<file path="config.mk">
export PLATFORM = sky130hd
export DESIGN_NAME = vga_sync_gen
export DESIGN_NICKNAME = d
export VERILOG_FILES = /design/src/rtl/vga_sync_gen.sv
export SDC_FILE = /design/constraint.sdc
export NUM_CORES = 1
export LEC_CHECK = 0
export ABC_AREA = 1
export CAP_MARGIN = 20
export CORE_ASPECT_RATIO = 1.4
export CORE_MARGIN = 5
export CORE_UTILIZATION = 30
export CTS_CLUSTER_SIZE = 12
export DETAILED_ROUTE_END_ITERATION = 10
export GPL_TIMING_DRIVEN = 0
export SYNTH_ARGS = -nofsm -noshare
export SYNTH_HDL_FRONTEND = slang
export SYNTH_SLANG_ARGS = --single-unit
</file>
<file path="constraint.sdc">
create_clock -name clk -period 1.3 [get_ports clk]
set_clock_uncertainty 0.05 [all_clocks]
set_input_delay 0.26 -clock clk [delete_from_list [all_inputs] [get_ports clk]]
set_output_delay 0.26 -clock clk [all_outputs]
set_load 0.03 [all_outputs]
</file>
<file path="src/rtl/vga_sync_gen.sv">
// 640x480@60 Hz VGA timing generator: pixel/line counters with registered sync,
// blanking, coordinates and pulses. Optional frame counter: define VGA_FRAME_CNT_EN.
module vga_sync_gen #(
   parameter int unsigned H_VISIBLE = 640,
   parameter int unsigned H_FP      = 16,
   parameter int unsigned H_SYNC    = 96,
   parameter int unsigned H_BP      = 48,
   parameter int unsigned V_VISIBLE = 480,
   parameter int unsigned V_FP      = 10,
   parameter int unsigned V_SYNC    = 2,
   parameter int unsigned V_BP      = 33,
   parameter logic        SYNC_POL  = 1'b0
) (
   input  logic       clk,
   input  logic       clr_n,
   input  logic       ce,
   output logic       hsync,
   output logic       vsync,
   output logic       video_on,
   output logic [9:0] pixel_x,
   output logic [9:0] pixel_y,
   output logic       line_end,
   output logic       frame_start
`ifdef VGA_FRAME_CNT_EN
   ,output logic [7:0] frame_cnt
`endif
);

   localparam logic [9:0] H_VIS_W  = 10'(H_VISIBLE);
   localparam logic [9:0] H_LAST   = 10'(H_VISIBLE + H_FP + H_SYNC + H_BP - 1);
   localparam logic [9:0] HS_START = 10'(H_VISIBLE + H_FP);
   localparam logic [9:0] HS_END   = 10'(H_VISIBLE + H_FP + H_SYNC - 1);
   localparam logic [9:0] V_VIS_W  = 10'(V_VISIBLE);
   localparam logic [9:0] V_LAST   = 10'(V_VISIBLE + V_FP + V_SYNC + V_BP - 1);
   localparam logic [9:0] VS_START = 10'(V_VISIBLE + V_FP);
   localparam logic [9:0] VS_END   = 10'(V_VISIBLE + V_FP + V_SYNC - 1);
   localparam logic       SYNC_OFF = ~SYNC_POL;

   logic [9:0] hcnt_q, hcnt_d;
   logic [9:0] vcnt_q, vcnt_d;
   logic       hsync_q, hsync_d;
   logic       vsync_q, vsync_d;
   logic       video_on_q, video_on_d;
   logic [9:0] pixel_x_q, pixel_x_d;
   logic [9:0] pixel_y_q, pixel_y_d;
   logic       line_end_q, line_end_d;
   logic       frame_start_q, frame_start_d;

   // Counter advance; >= on wrap keeps counters in range even from a corrupted value
   always_comb begin
      hcnt_d = hcnt_q;
      vcnt_d = vcnt_q;
      if (ce) begin
         if (hcnt_q >= H_LAST) begin
            hcnt_d = 10'd0;
            if (vcnt_q >= V_LAST) begin
               vcnt_d = 10'd0;
            end else begin
               vcnt_d = vcnt_q + 10'd1;
            end
         end else begin
            hcnt_d = hcnt_q + 10'd1;
         end
      end else begin
         hcnt_d = hcnt_q;
         vcnt_d = vcnt_q;
      end
   end

   // Output decode from the current counters, captured one ce cycle later
   always_comb begin
      hsync_d       = hsync_q;
      vsync_d       = vsync_q;
      video_on_d    = video_on_q;
      pixel_x_d     = pixel_x_q;
      pixel_y_d     = pixel_y_q;
      line_end_d    = line_end_q;
      frame_start_d = frame_start_q;
      if (ce) begin
         hsync_d       = ((hcnt_q >= HS_START) && (hcnt_q <= HS_END)) ? SYNC_POL : SYNC_OFF;
         vsync_d       = ((vcnt_q >= VS_START) && (vcnt_q <= VS_END)) ? SYNC_POL : SYNC_OFF;
         video_on_d    = (hcnt_q < H_VIS_W) && (vcnt_q < V_VIS_W);
         pixel_x_d     = hcnt_q;
         pixel_y_d     = vcnt_q;
         line_end_d    = (hcnt_q == H_LAST);
         frame_start_d = (hcnt_q == 10'd0) && (vcnt_q == 10'd0);
      end else begin
         hsync_d       = hsync_q;
         vsync_d       = vsync_q;
         video_on_d    = video_on_q;
         pixel_x_d     = pixel_x_q;
         pixel_y_d     = pixel_y_q;
         line_end_d    = line_end_q;
         frame_start_d = frame_start_q;
      end
   end

   // State and output registers
   always_ff @(posedge clk or negedge clr_n) begin
      if (!clr_n) begin
         hcnt_q        <= 10'd0;
         vcnt_q        <= 10'd0;
         hsync_q       <= SYNC_OFF;
         vsync_q       <= SYNC_OFF;
         video_on_q    <= 1'b0;
         pixel_x_q     <= 10'd0;
         pixel_y_q     <= 10'd0;
         line_end_q    <= 1'b0;
         frame_start_q <= 1'b0;
      end else begin
         hcnt_q        <= hcnt_d;
         vcnt_q        <= vcnt_d;
         hsync_q       <= hsync_d;
         vsync_q       <= vsync_d;
         video_on_q    <= video_on_d;
         pixel_x_q     <= pixel_x_d;
         pixel_y_q     <= pixel_y_d;
         line_end_q    <= line_end_d;
         frame_start_q <= frame_start_d;
      end
   end

   assign hsync       = hsync_q;
   assign vsync       = vsync_q;
   assign video_on    = video_on_q;
   assign pixel_x     = pixel_x_q;
   assign pixel_y     = pixel_y_q;
   assign line_end    = line_end_q;
   assign frame_start = frame_start_q;

`ifdef VGA_FRAME_CNT_EN
   logic [7:0] frame_cnt_q, frame_cnt_d;
   logic       seen_q, seen_d;

   // The first frame_start after reset only arms the counter; later ones count
   always_comb begin
      frame_cnt_d = frame_cnt_q;
      seen_d      = seen_q;
      if (ce && frame_start_d) begin
         if (seen_q) begin
            frame_cnt_d = frame_cnt_q + 8'd1;
         end else begin
            seen_d = 1'b1;
         end
      end else begin
         frame_cnt_d = frame_cnt_q;
         seen_d      = seen_q;
      end
   end

   // Frame counter registers
   always_ff @(posedge clk or negedge clr_n) begin
      if (!clr_n) begin
         frame_cnt_q <= 8'd0;
         seen_q      <= 1'b0;
      end else begin
         frame_cnt_q <= frame_cnt_d;
         seen_q      <= seen_d;
      end
   end

   assign frame_cnt = frame_cnt_q;
`endif

endmodule
</file>
==> impl_metrics.py <==
metrics = {
    "clock_network": {
        "cts.htree.levels": 2,
        "clock_latency_reported_for_the_late_side_of_the_worst_skew_pair_ns": 0.29,
        "cts-buffers-inserted": 5,
        "path_clk_slew_ns": 0.08,
        "cts_tree": "yes",
        "ctsRootBufferMaster": "sky130_fd_sc_hd__clkbuf_8",
        "clkSinkCount": 45,
        "clockBufferDepth": 2,
    },
    "placed_design": {
        "number_of_i_o_port_buffers": 26,
        "post-dp-hpwl_mm": 4.31,
        "place_inst": 411,
        "globalplace.congestion": 0.925,
        "detailed_place.area_um2": 2680,
    },
    "routing": {
        "detail_route.wl_per_cell_um": 13.9,
        "drt_pass1_iterations": 4,
        "uppermost_metal_layer_occupied_by_signal_nets": "met4",
        "ant_nets": 0,
        "wl_mm": 6.02,
        "wl_met1_mm": 2.34,
        "viasPerCell": 4.68,
        "met2RoutedLength_mm": 3.33,
        "drt_iter0_markers": 92,
        "post-route-drc-count": 0,
        "met3_length_um": 114,
        "vias_after_detailed_routing": 2026,
    },
    "worst_setup_path": {
        "worstPathBufferInverterCount": 2,
        "worstPathArrival_ns": 1.62,
        "worstPathCellList": "ha_2 > nand2_2 > nor2_4 > nand2_2 > nand2_4 > nand2_8 > buf_6 > clkinv_8 > nand2_1 > nand2_1",
        "setup.worst_path.end": "vcnt_q[7]",
        "rr_worst_depth": 10,
        "worstPathMaxFanout": 7,
        "timing.critical_path.depth": 10,
        "crit_path_start": "hcnt_q[0]",
        "ff2ff_setup_slack_ns": -0.18,
        "critical_path.endpoint_type": "flip-flop",
        "cp-start-kind": "flip-flop",
        "setup.worst_path.class": "reg -> reg",
        "cp.required_ns": 1.44,
        "crit_path_max_incr_delay_ns": 0.40,
        "crit-reg2reg-capture": "vcnt_q[7]",
        "r2r_startpoint": "hcnt_q[0]",
        "critical-path-slowest-cell": "sky130_fd_sc_hd__dfrtp_1",
        "gate_family_responsible_for_the_most_delay_along_the_worst_path": "simple AND/OR/NAND/NOR gates",
    },
    "timing": {
        "final_max_slew_viol_count": 0,
        "finalWorstSetupSlack_ns": -0.175,
        "report.final.hold_viol_count": 0,
        "worst_slew_pin_slew_ns": 0.497,
        "timing.final.setup_violations": 22,
        "max_slew_margin_pct": 66.9,
        "min_period_ns": 1.48,
        "max_freq_mhz": 678,
        "post-route-period-util_pct": 113,
        "worst_hold_check_slack_ns": 0.302,
        "grt_setup_unrepaired": "yes",
        "final.setup.tns_ns": -2.96,
    },
    "run": {
        "max-cap-violations": 0,
    },
    "finish": {
        "final-instance-count-excl-fill": 433,
        "layout.cells.most_common": "sky130_fd_sc_hd__nand2_1",
        "layout.nets": 342,
        "ant_cells": 0,
        "top_library_cells_by_usage_in_the_layout_fill_and_taps_aside": "sky130_fd_sc_hd__nand2_1, sky130_fd_sc_hd__dfrtp_1, sky130_fd_sc_hd__nor2_1, sky130_fd_sc_hd__buf_2, sky130_fd_sc_hd__inv_1",
        "layout-drive-gt1-share_pct": 36.3,
        "final_area_um2": 3040,
        "area_delta_synth_final_pct": 33.6,
    },
    "power_and_ir_drop": {
        "power-per-cell-area_nw_per_um2": 1830,
        "vdd_drop_max_v": 0.000551,
        "power.leakage_nw": 1.45,
        "total_power_draw_mw": 5.57,
    },
    "global_route": {
        "antenna_found_initial": 0,
        "globalRouteOverflowTotal": 0,
        "pin_count_of_the_biggest_net_entering_global_routing": 27,
        "grt_first_pass_wirelength_mm": 9.78,
        "first_global_vias": 2100,
        "grt_util_all_layers_pct": 12.9,
    },
    "logic_synthesis": {
        "seq_area_frac_synth_pct": 49.6,
        "synth_seq_cells": 45,
        "yosys.area.top_type": "sky130_fd_sc_hd__dfrtp_1",
        "synth_largest_type_area_fraction_pct": 47.3,
        "yosysUniqueCellTypes": 29,
        "postSynthCellCount": 287,
        "syn-mean-instance-area_um2": 7.93,
        "syn-cell-area_um2": 2280,
        "syn_nets": 294,
        "yosys_warnings": 0,
        "synth.area.top_cells": "sky130_fd_sc_hd__dfrtp_1, sky130_fd_sc_hd__nand2_1, sky130_fd_sc_hd__nor2_1",
    },
    "floorplan": {
        "start_util_pct": 30.9,
        "full_die_area_um2": 9450,
        "io-pin-count": 28,
        "floorplan.die.height_um": 113,
        "row_count": 37,
        "placeableCoreArea_um2": 7360,
        "chipWidth_um": 83.6,
    },
    "status": {
        "run_status": "finished, violations left",
        "violations": "negative setup slack",
    },
    "min_path": {
        "hold_wc_path_type": "in -> reg",
        "hold-path-cell-count": 3,
    },
}
## Yosys cell counts
cell type,count
sky130_fd_sc_hd__nand2_1,92
sky130_fd_sc_hd__dfrtp_1,43
sky130_fd_sc_hd__nor2_1,40
sky130_fd_sc_hd__inv_1,24
sky130_fd_sc_hd__o21ai_0,20
sky130_fd_sc_hd__nand3_1,12
sky130_fd_sc_hd__buf_2,6
sky130_fd_sc_hd__nand2_2,6
sky130_fd_sc_hd__nand4_1,6
sky130_fd_sc_hd__a21oi_1,5
sky130_fd_sc_hd__ha_1,4
sky130_fd_sc_hd__o21ai_2,4
sky130_fd_sc_hd__nor2_2,3
sky130_fd_sc_hd__nor3_1,3
sky130_fd_sc_hd__dfstp_2,2
sky130_fd_sc_hd__nand3b_1,2
sky130_fd_sc_hd__nor2_4,2
sky130_fd_sc_hd__o21a_1,2
sky130_fd_sc_hd__buf_4,1
sky130_fd_sc_hd__buf_8,1
sky130_fd_sc_hd__clkbuf_1,1
sky130_fd_sc_hd__clkinv_2,1
sky130_fd_sc_hd__inv_2,1
sky130_fd_sc_hd__nand2_4,1
sky130_fd_sc_hd__nand2_8,1
sky130_fd_sc_hd__nor4_1,1
sky130_fd_sc_hd__o21bai_2,1
sky130_fd_sc_hd__o31ai_1,1
sky130_fd_sc_hd__xnor2_1,1
## report_power, final
part / switching [mW] / total [mW] / leakage [nW] / internal [mW]
Sequential: 0.374 / 2.18 / 0.564 / 1.81
Combinational: 1.55 / 2.44 / 0.830 / 0.889
Clock: 0.470 / 0.951 / 0.0542 / 0.481
Total: 2.40 / 5.57 / 1.45 / 3.17
## what timing repair did
| action | 4_1_cts | 5_1_grt |
|---|---|---|
| hold endpoints to repair | 18 | 0 |
| pin swaps | 8 | 17 |
| setup endpoints to repair | 45 | 44 |
| setup buffers | 8 | 4 |
| gates resized for setup | 103 | 91 |
| hold buffers | 1 | 0 |
| gates cloned | 1 | 0 |
## per-layer routing
layer	up-vias	global-route usage (%)
li1	1005	-
met3	19	2.11
met5	-	0
met4	0	6.22
met1	966	13.5
met2	36	24.5
## per-stage QoR
step	worst slack, ns	util, %
2_1_floorplan	-0.0527	-
3_3_place_gp	-1.37	36.2
3_5_place_dp	-0.229	36.4
4_1_cts	-0.177	40.2
5_1_grt	-0.258	41.3
6_report	-0.175	41.3
## worst reg2reg max path: cells and delay by family (launching register included)
family | cells | cell delay [ns]
buf+inv | 2 | 0.19
simple gates | 7 | 0.55
flops | 1 | 0.40
fa+ha+maj | 1 | 0.20
## final cells by class
class,instances,area (µm²)
clock buffers,7,96.3
well taps,97,121
plain buffers,9,56.3
clock inverters,1,5.00
fillers,737,4320
repair buffers,41,318
inverters,26,113
flip-flops and latches,45,1130
multi-input cells,207,1200
## registers in the layout, summed over array words and instances, names as in the netlist
register / count
frame_start: 1
hcnt_q: 10
hsync: 1
line_end: 1
pixel_x: 10
pixel_y: 10
vcnt_q: 10
video_on: 1
vsync: 1
## cells by family after synthesis
family	synth area share [%]
flops	49.6
buf+inv	6.82
compound gates	8.52
simple gates	32.5
xor+xnor	0.385
fa+ha+maj	2.20
## how the worst min path moves through the flow
stage	startpoint	to	slack (ns)
3_3_place_gp	pixel_x[3]	pixel_x[3]	0.41
4_1_cts	ce	pixel_x[3]	0.27
6_report	ce	pixel_x[3]	0.30
5_1_grt	ce	pixel_x[3]	0.32
2_1_floorplan	clr_n	frame_start	-0.09
3_5_place_dp	clr_n	hcnt_q[3]	0.20
Power figures use the tool's default switching activity.
